<file path="src/rtl/sfifo_sp_ctrl_if.sv">
// Stream-side bundle of the single-port FIFO controller.
// slave modport: the controller; master modport: producer/consumer.
interface sfifo_sp_ctrl_if #(
    parameter int BW     = 48,
    parameter int LGFLEN = 8
);
    logic              i_wr;
    logic [BW-1:0]     i_data;
    logic              o_full;
    logic              i_rd;
    logic [BW-1:0]     o_data;
    logic              o_empty;
    logic [LGFLEN+1:0] o_fill;

    modport master (
        output i_wr, i_data, i_rd,
        input  o_full, o_data, o_empty, o_fill
    );

    modport slave (
        input  i_wr, i_data, i_rd,
        output o_full, o_data, o_empty, o_fill
    );
endinterface

</file>
<file path="src/rtl/sfifo_sp_ctrl.sv">
// Synchronous FIFO controller for a single-port SRAM (one memory op per cycle).
// 1-entry write buffer in front of memory, 2-entry first-word-fall-through
// output buffer behind it. Writes and prefetch reads share the port via a
// round-robin arbiter that only advances on contested cycles.
// Optional macro SFIFO_SP_BYPASS_EN: when memory is empty and nothing is in
// flight, the write buffer moves straight into the output buffer.
module sfifo_sp_ctrl #(
    parameter int BW     = 48,
    parameter int LGFLEN = 8
) (
    input  logic              i_clk,
    input  logic              i_reset,
    sfifo_sp_ctrl_if.slave    s,
    output logic              o_mem_wr,
    output logic [LGFLEN-1:0] o_mem_wr_addr,
    output logic [BW-1:0]     o_mem_data,
    output logic              o_mem_rd,
    output logic [LGFLEN-1:0] o_mem_rd_addr,
    input  logic [BW-1:0]     i_mem_data
);
    localparam int unsigned DEPTH = 1 << LGFLEN;

    typedef enum logic {PRI_RD, PRI_WR} pri_t;

    logic [LGFLEN-1:0]       wr_ptr, rd_ptr;
    logic [LGFLEN:0]         mem_cnt;
    logic                    wb_valid;
    logic [BW-1:0]           wb_data;
    logic [1:0][BW-1:0]      ob, ob_n;
    logic [1:0]              ob_cnt, ob_cnt_n;
    logic                    inflight;
    pri_t                    pri;

    logic bypass, wr_req, rd_req, wr_gnt, rd_gnt, wb_drain;
    logic push, pop, append;
    logic [BW-1:0] app_data;

    // Arbitration and handshake decode from registered state only
    always_comb begin
        bypass = 1'b0;
`ifdef SFIFO_SP_BYPASS_EN
        bypass = wb_valid && (mem_cnt == '0) && !inflight && (ob_cnt != 2'd2);
`endif
        wr_req   = wb_valid && (mem_cnt != (LGFLEN+1)'(DEPTH)) && !bypass;
        rd_req   = (mem_cnt != '0) && ((ob_cnt + {1'b0, inflight}) < 2'd2);
        wr_gnt   = wr_req && (!rd_req || pri == PRI_WR);
        rd_gnt   = rd_req && (!wr_req || pri == PRI_RD);
        wb_drain = wr_gnt || bypass;
        push     = s.i_wr && !(wb_valid && !wb_drain);
        pop      = s.i_rd && (ob_cnt != 2'd0);
        append   = inflight || bypass;
        app_data = inflight ? i_mem_data : wb_data;
    end

    // Output buffer next state: pop shifts down, append fills the first free slot
    always_comb begin
        ob_n     = ob;
        ob_cnt_n = ob_cnt;
        if (pop) begin
            ob_n[0]  = ob[1];
            ob_cnt_n = ob_cnt - 2'd1;
        end
        if (append) begin
            ob_n[ob_cnt_n[0]] = app_data;
            ob_cnt_n          = ob_cnt_n + 2'd1;
        end
    end

    // Stream and memory-side outputs
    always_comb begin
        s.o_full      = wb_valid && !wb_drain;
        s.o_empty     = (ob_cnt == 2'd0);
        s.o_data      = ob[0];
        s.o_fill      = (LGFLEN+2)'(wb_valid) + (LGFLEN+2)'(mem_cnt)
                      + (LGFLEN+2)'(inflight) + (LGFLEN+2)'(ob_cnt);
        o_mem_wr      = wr_gnt && !i_reset;
        o_mem_rd      = rd_gnt && !i_reset;
        o_mem_wr_addr = wr_ptr;
        o_mem_rd_addr = rd_ptr;
        o_mem_data    = wb_data;
    end

    // Pointer, count, buffer and arbiter state
    always_ff @(posedge i_clk) begin
        if (i_reset) begin
            wr_ptr   <= '0;
            rd_ptr   <= '0;
            mem_cnt  <= '0;
            wb_valid <= 1'b0;
            wb_data  <= '0;
            ob       <= '0;
            ob_cnt   <= '0;
            inflight <= 1'b0;
            pri      <= PRI_RD;
        end else begin
            if (wr_gnt) begin
                wr_ptr  <= wr_ptr + 1'b1;
                mem_cnt <= mem_cnt + 1'b1;
            end else if (rd_gnt) begin
                rd_ptr  <= rd_ptr + 1'b1;
                mem_cnt <= mem_cnt - 1'b1;
            end
            if (push) begin
                wb_valid <= 1'b1;
                wb_data  <= s.i_data;
            end else if (wb_drain) begin
                wb_valid <= 1'b0;
            end
            ob       <= ob_n;
            ob_cnt   <= ob_cnt_n;
            inflight <= rd_gnt;
            if (wr_req && rd_req)
                pri <= wr_gnt ? PRI_RD : PRI_WR;
        end
    end
endmodule

</file>
<file path="src/flat_wrapper.sv">
// flat-port wrapper written by rule: the top's interface ports become plain ports
module sfifo_sp_ctrl_flat 
#(
    parameter int BW     = 48,
    parameter int LGFLEN = 8
)
  (i_clk, i_reset, o_mem_wr, o_mem_wr_addr, o_mem_data, o_mem_rd, o_mem_rd_addr, i_mem_data, s_i_wr, s_i_data, s_i_rd, s_o_full, s_o_data, s_o_empty, s_o_fill);
  sfifo_sp_ctrl_if #(.BW(BW), .LGFLEN(LGFLEN)) s_i ();
  input  logic i_clk;
  input  logic i_reset;
  output logic o_mem_wr;
  output logic [LGFLEN-1:0] o_mem_wr_addr;
  output logic [BW-1:0] o_mem_data;
  output logic o_mem_rd;
  output logic [LGFLEN-1:0] o_mem_rd_addr;
  input  logic [BW-1:0] i_mem_data;
  input wire logic [$bits(s_i.i_wr)-1:0] s_i_wr;
  input wire logic [$bits(s_i.i_data)-1:0] s_i_data;
  input wire logic [$bits(s_i.i_rd)-1:0] s_i_rd;
  output wire logic [$bits(s_i.o_full)-1:0] s_o_full;
  output wire logic [$bits(s_i.o_data)-1:0] s_o_data;
  output wire logic [$bits(s_i.o_empty)-1:0] s_o_empty;
  output wire logic [$bits(s_i.o_fill)-1:0] s_o_fill;
  assign s_i.i_wr = s_i_wr;
  assign s_i.i_data = s_i_data;
  assign s_i.i_rd = s_i_rd;
  assign s_o_full = s_i.o_full;
  assign s_o_data = s_i.o_data;
  assign s_o_empty = s_i.o_empty;
  assign s_o_fill = s_i.o_fill;
  sfifo_sp_ctrl #(.BW(BW), .LGFLEN(LGFLEN)) u_core (.i_clk(i_clk), .i_reset(i_reset), .s(s_i), .o_mem_wr(o_mem_wr), .o_mem_wr_addr(o_mem_wr_addr), .o_mem_data(o_mem_data), .o_mem_rd(o_mem_rd), .o_mem_rd_addr(o_mem_rd_addr), .i_mem_data(i_mem_data));
endmodule
</file>
<file path="config.mk">
export PLATFORM = sky130hd
export DESIGN_NAME = sfifo_sp_ctrl_flat
export DESIGN_NICKNAME = d
export VERILOG_FILES = /design/src/rtl/sfifo_sp_ctrl_if.sv /design/src/rtl/sfifo_sp_ctrl.sv /design/src/flat_wrapper.sv
export SDC_FILE = /design/constraint.sdc
export NUM_CORES = 1
export LEC_CHECK = 0
export ABC_AREA = 1
export BUFFER_PORTS_ARGS = -buffer_cell sky130_fd_sc_hd__clkbuf_2
export CORE_MARGIN = 4
export CORE_UTILIZATION = 30
export CTS_CLUSTER_DIAMETER = 40
export DETAILED_ROUTE_END_ITERATION = 10
export GPL_ROUTABILITY_DRIVEN = 0
export MAX_ROUTING_LAYER = met4
export SETUP_SLACK_MARGIN = 0.1
export SLEW_MARGIN = 20
export SYNTH_ARGS = -nofsm -noshare
export SYNTH_HDL_FRONTEND = slang
export SYNTH_SLANG_ARGS = --single-unit
</file>
<file path="constraint.sdc">
create_clock -name i_clk -period 2.65 [get_ports i_clk]
set_clock_uncertainty 0.05 [all_clocks]
set_input_delay 0.53 -clock i_clk [delete_from_list [all_inputs] [get_ports i_clk]]
set_output_delay 0.53 -clock i_clk [all_outputs]
set_load 0.02 [all_outputs]
</file>
# After elaboration in Yosys (flattened, before gate mapping)
# Index checks and enable logic that the tools add are counted.
# W data, S select, Z words.
totals:
  register_bits: 174
  in_bits: 100
op_classes:
  addsub: 10
  order_cmp: 3
  n_eq_ne: 1
  n_mux: 13
  bitwise: 2
  n_reduce_logical: 24
ops:
  columns: ["op", "n"]
  rows:
  - ["$mux W48", 4]
  - ["$bwmux W96", 1]
  - ["$demux W48 S1", 1]
  - ["$mux W9", 2]
  - ["$add A8 B1 Y8 const B", 2]
  - ["$logic_and A1 B1 Y1", 11]
  - ["$add A1 B9 Y10", 1]
  - ["$add A10 B1 Y10", 1]
  - ["$add A10 B2 Y10", 1]
  - ["$add A9 B1 Y9 const B", 1]
  - ["$ne A9 B9 Y1 const B", 1]
  - ["$reduce_bool A9 Y1", 1]
  - ["$sub A9 B1 Y9 const B", 1]
  - ["$reduce_bool A2 Y1", 3]
  - ["$logic_not A1 Y1", 5]
  - ["$mux W2", 2]
  - ["$mux W1", 3]
  - ["$add A2 B1 Y2", 1]
  - ["$add A2 B1 Y2 const B", 1]
  - ["$logic_not A2 Y1", 1]
  - ["$logic_or A1 B1 Y1", 2]
  - ["$lt A1 B2 Y1 const B", 1]
  - ["$lt A2 B2 Y1 const B", 1]
  - ["$not A1 Y1", 2]
  - ["other kinds (3)", 3]

# Longest topological paths before layout
logic_depth:
  ltp_word: 11
  ltp_mapped: 17

# Worst setup path after synthesis
# No wires, ideal clock.
synth_timing:
  path_type: "register -> output"
  startpoint: "register u_core.inflight (netlist: u_core.append)"
  endpoint: "output s_o_fill[8]"
  t_arrival_ps: 2256
  required_time_ps: 2070
  setup_slack_ps: -186
  path_stages_with_launch: 10
  path_cell_list: "dfxtp_1 > fa_1 > ha_1 > inv_1 > fa_1 > nor2_1 > o21ai_0 > nor2_1 > nand3_1 > xor2_1"
synth_between:
  elab_chain_len: 2
synth_lines:
  columns: ["element", "line_no", "rtl"]
  rows:
  - ["start: declaration", "sfifo_sp_ctrl.sv:31", "logic inflight;"]
  - ["start signal: assignment", "sfifo_sp_ctrl.sv:111", "inflight <= rd_gnt;"]
  - ["$add A10 B1 Y10", "sfifo_sp_ctrl.sv:75", "+ (LGFLEN+2)'(inflight) + (LGFLEN+2)'(ob_cnt);"]
  - ["$add A10 B2 Y10", "sfifo_sp_ctrl.sv:75", null]
  - ["end: declaration", "flat_wrapper.sv:23", "output wire logic [$bits(s_i.o_fill)-1:0] s_o_fill;"]
# Every way passes these cells.

# Worst setup path in the final report
# Ends and elaborated chain as after synthesis.

==> run metrics <==
most common cell in the netlist=nand2_1; met3 global-route usage=3.32%; drt wl/cell=15.1 µm; most instantiated cells after synthesis=nand2_1 (245), dfxtp_1 (174), inv_1 (151), nor2_1 (117), o21ai_0 (117); die span in y=181 µm; CP peak stage delay=590 ps; first-pass GRT wire length=44000 µm; Final Power=13.2 mW; Arr. time, crit path=2620 ps; die area=32800 µm²; clk buf depth=2; GR peak layer=met2; Nets=1545; I/O Buffers=225; mapped cell area=8980 µm²; RSZ-0062 raised after global routing=true; Synth Area per Inst=7.02 µm²; via count=8577; Placed Instances=1790; net count after synthesis=1399; GR Overflow Total=0; CP bufs+invs=2; violated checks=setup timing; Gate power share=49.8%; Root Buffer=clkbuf_16; Initial Util=30.4%; static leakage=5.37 nW; CP Launch Type=flip-flop; share of cells above drive strength 1=25.7%; YS warnings=0; Syn Inst Count=1280; core area=29600 µm²; Iter 0 DRT Violations=471; VDD IR max=614 µV; hold buffers post-CTS=0; WS Path Type=flip-flop to output pin; worst hold path class=input pin to flip-flop; status=finished, violations left; drt total wl=27700 µm; Routed Antenna Nets=0; Yosys top cell by area=dfxtp_1; H-tree levels=4; Critical-path top delay cell=fa_2; row count=63; width of the chip=181 µm; Final Hold Violating Endpoints=0; clk_lat worst skew=430 ps; count of cell types in the netlist=37; synth top area cells=dfxtp_1 (39%), nand2_1 (10%), o21ai_0 (6.5%); Req. time, crit path=2070 ps; hpwl dp=18400 µm; Internal Pwr Total=7.35 mW; top_reg_cell synth=dfxtp_1; GR Util met1=22.1%; met2 Usage GRT=27.3%; worst slew pin tran=721 ps; Final min period=3200 ps; # clock sinks=174; Tcrit/Tclk final=121%; Hold Worst Slack=287 ps; maxcap violations=0; Seq/Total Area, Yosys=38.8%; largest net degree at the start of global routing=98; post-synthesis sequential element count=174; All-Layer GR Usage=17.0%; Pre-antenna DRT Iters=5; Post-synth EDFFs=0; Core Util, Final=37.4%; fraction of registers with async set/reset=0%; Net Sw Frac=44.1%; vias in the first global route=8171; initial antenna violation count=1; CP max FO=2; Yosys top cell area share=38.8%; setup violators final=9; clock buffer count from CTS=17; Top Ports=226; Clock transition at path regs=70 ps; worst setup margin=-555 ps; Slew HR=51.9%; Switching Power=5.80 mW; fin. max-slew vios=0; # DRC=0; Layout area overhead=23.2%; Non-Filler Instances=1830; CTS tree=built; Clk pwr share=19.9%; share of power burned in registers=30.3%; CP delay by family, top=adder cells; crit path cell chain=fa_2 > ha_4 > inv_2 > fa_2 > nor2_1 > o21ai_1 > nor2_1 > nand3_1 > xor2_2 > clkbuf_8; highest clock rate=0.312 GHz; mean number of vias per cell=4.69; crit end category=output pin; pwr dens=1190 nW/µm²
-- power by group through the flow --
stage / registers (mW) / logic, mW / clock network [mW]
floorplan: 4.03 / 4.54 / 0
global placement: 3.99 / 5.93 / 0
detailed placement: 4.01 / 6.02 / 0
CTS: 3.97 / 6.31 / 2.69
global route: 4.08 / 7.31 / 2.81
finish: 3.98 / 6.55 / 2.61
-- repair_timing --
| item | in CTS | in global routing |
|---|---|---|
| setup endpoints to repair | 12 | 16 |
| gates resized for setup | 34 | 35 |
| pin swaps | 5 | 11 |
| setup buffers | 5 | 5 |
-- state kept, by name (all words and copies together), names as in the netlist --
signal	cells
u_core.o_mem_rd_addr	8
u_core.pri	1
u_core.mem_cnt	9
u_core.o_mem_data	48
u_core.wb_valid	1
u_core.append	1
u_core.s.o_data	48
u_core.ob_cnt	2
u_core.o_mem_wr_addr	8
u_core.ob	48
-- worst reg2reg max path, stage by stage, from the launching register on --
cell and delay [ps]:
dfxtp_2 330, buf_4 160, nor2_4 100, nand2_2 70, nor2_4 150, nand2_2 80, nand3_2 90, nand2_4 70
buf_8 160, fa_2 390, nand3_2 90, nand2_2 90, nand2_2 80, nand3_2 80, inv_1 60, nand2_1 60
a21oi_1 120, nor2_1 50
-- cell families after synthesis --
logic type / after synthesis / synth area share [%]
simple gates: 495 / 23.0
buf+inv: 290 / 15.1
compound gates: 281 / 18.0
flops: 174 / 38.8
xor+xnor: 21 / 2.13
fa+ha+maj: 19 / 2.90
-- per-layer routing --
layer	routed length (µm)	share of wire (%)
met1	13000	47
met2	12900	47
met3	1340	4.8
met4	446	1.6
met5	0	0
-- placed cells by master, fill, tap and decap left out, drive strengths merged, types with 10 or more instances in the layout --
| cell type | count |
|---|---|
| nand2 | 250 |
| xor2 | 11 |
| o21ai | 125 |
| ha | 16 |
| buf | 45 |
| xnor2 | 10 |
| a31oi | 34 |
| inv | 158 |
| clkbuf | 236 |
| nor2 | 119 |
| nand3 | 112 |
| a21oi | 102 |
| dfxtp | 174 |
| o211ai | 15 |
-- layout make-up --
| cell class | instances | area [µm²] |
|---|---|---|
| fillers | 3179 | 18500 |
| multi-input cells | 816 | 4320 |
| clock inverters | 11 | 133 |
| diodes | 1 | 2.50 |
| clock buffers | 21 | 470 |
| repair buffers | 260 | 1570 |
| flip-flops and latches | 174 | 3490 |
| well taps | 390 | 488 |
| inverters | 157 | 592 |
-- metrics by stage --
stage | instance area, µm² | worst slack, ps | TNS, ps
floorplan | 9000 | -77.7 | -77.7
global placement | 10100 | -123 | -229
detailed placement | 10100 | -149 | -284
CTS | 10900 | -553 | -3560
global route | 11100 | -677 | -4390
finish | 11100 | -555 | -3530
-- path summary, 6_finish.rpt --
check	startpoint	endpoint	slack (ps)	depth (start not counted)
max	u_core.append	s_o_fill[8]	-550	10
min	i_mem_data[39]	u_core.s.o_data[39]	290	3
max reg2reg	u_core.mem_cnt[0]	u_core.mem_cnt[8]	280	17
min reg2reg	u_core.s.o_data[5]	u_core.s.o_data[5]	430	2
No activity file was read; power rests on OpenSTA's default activity.
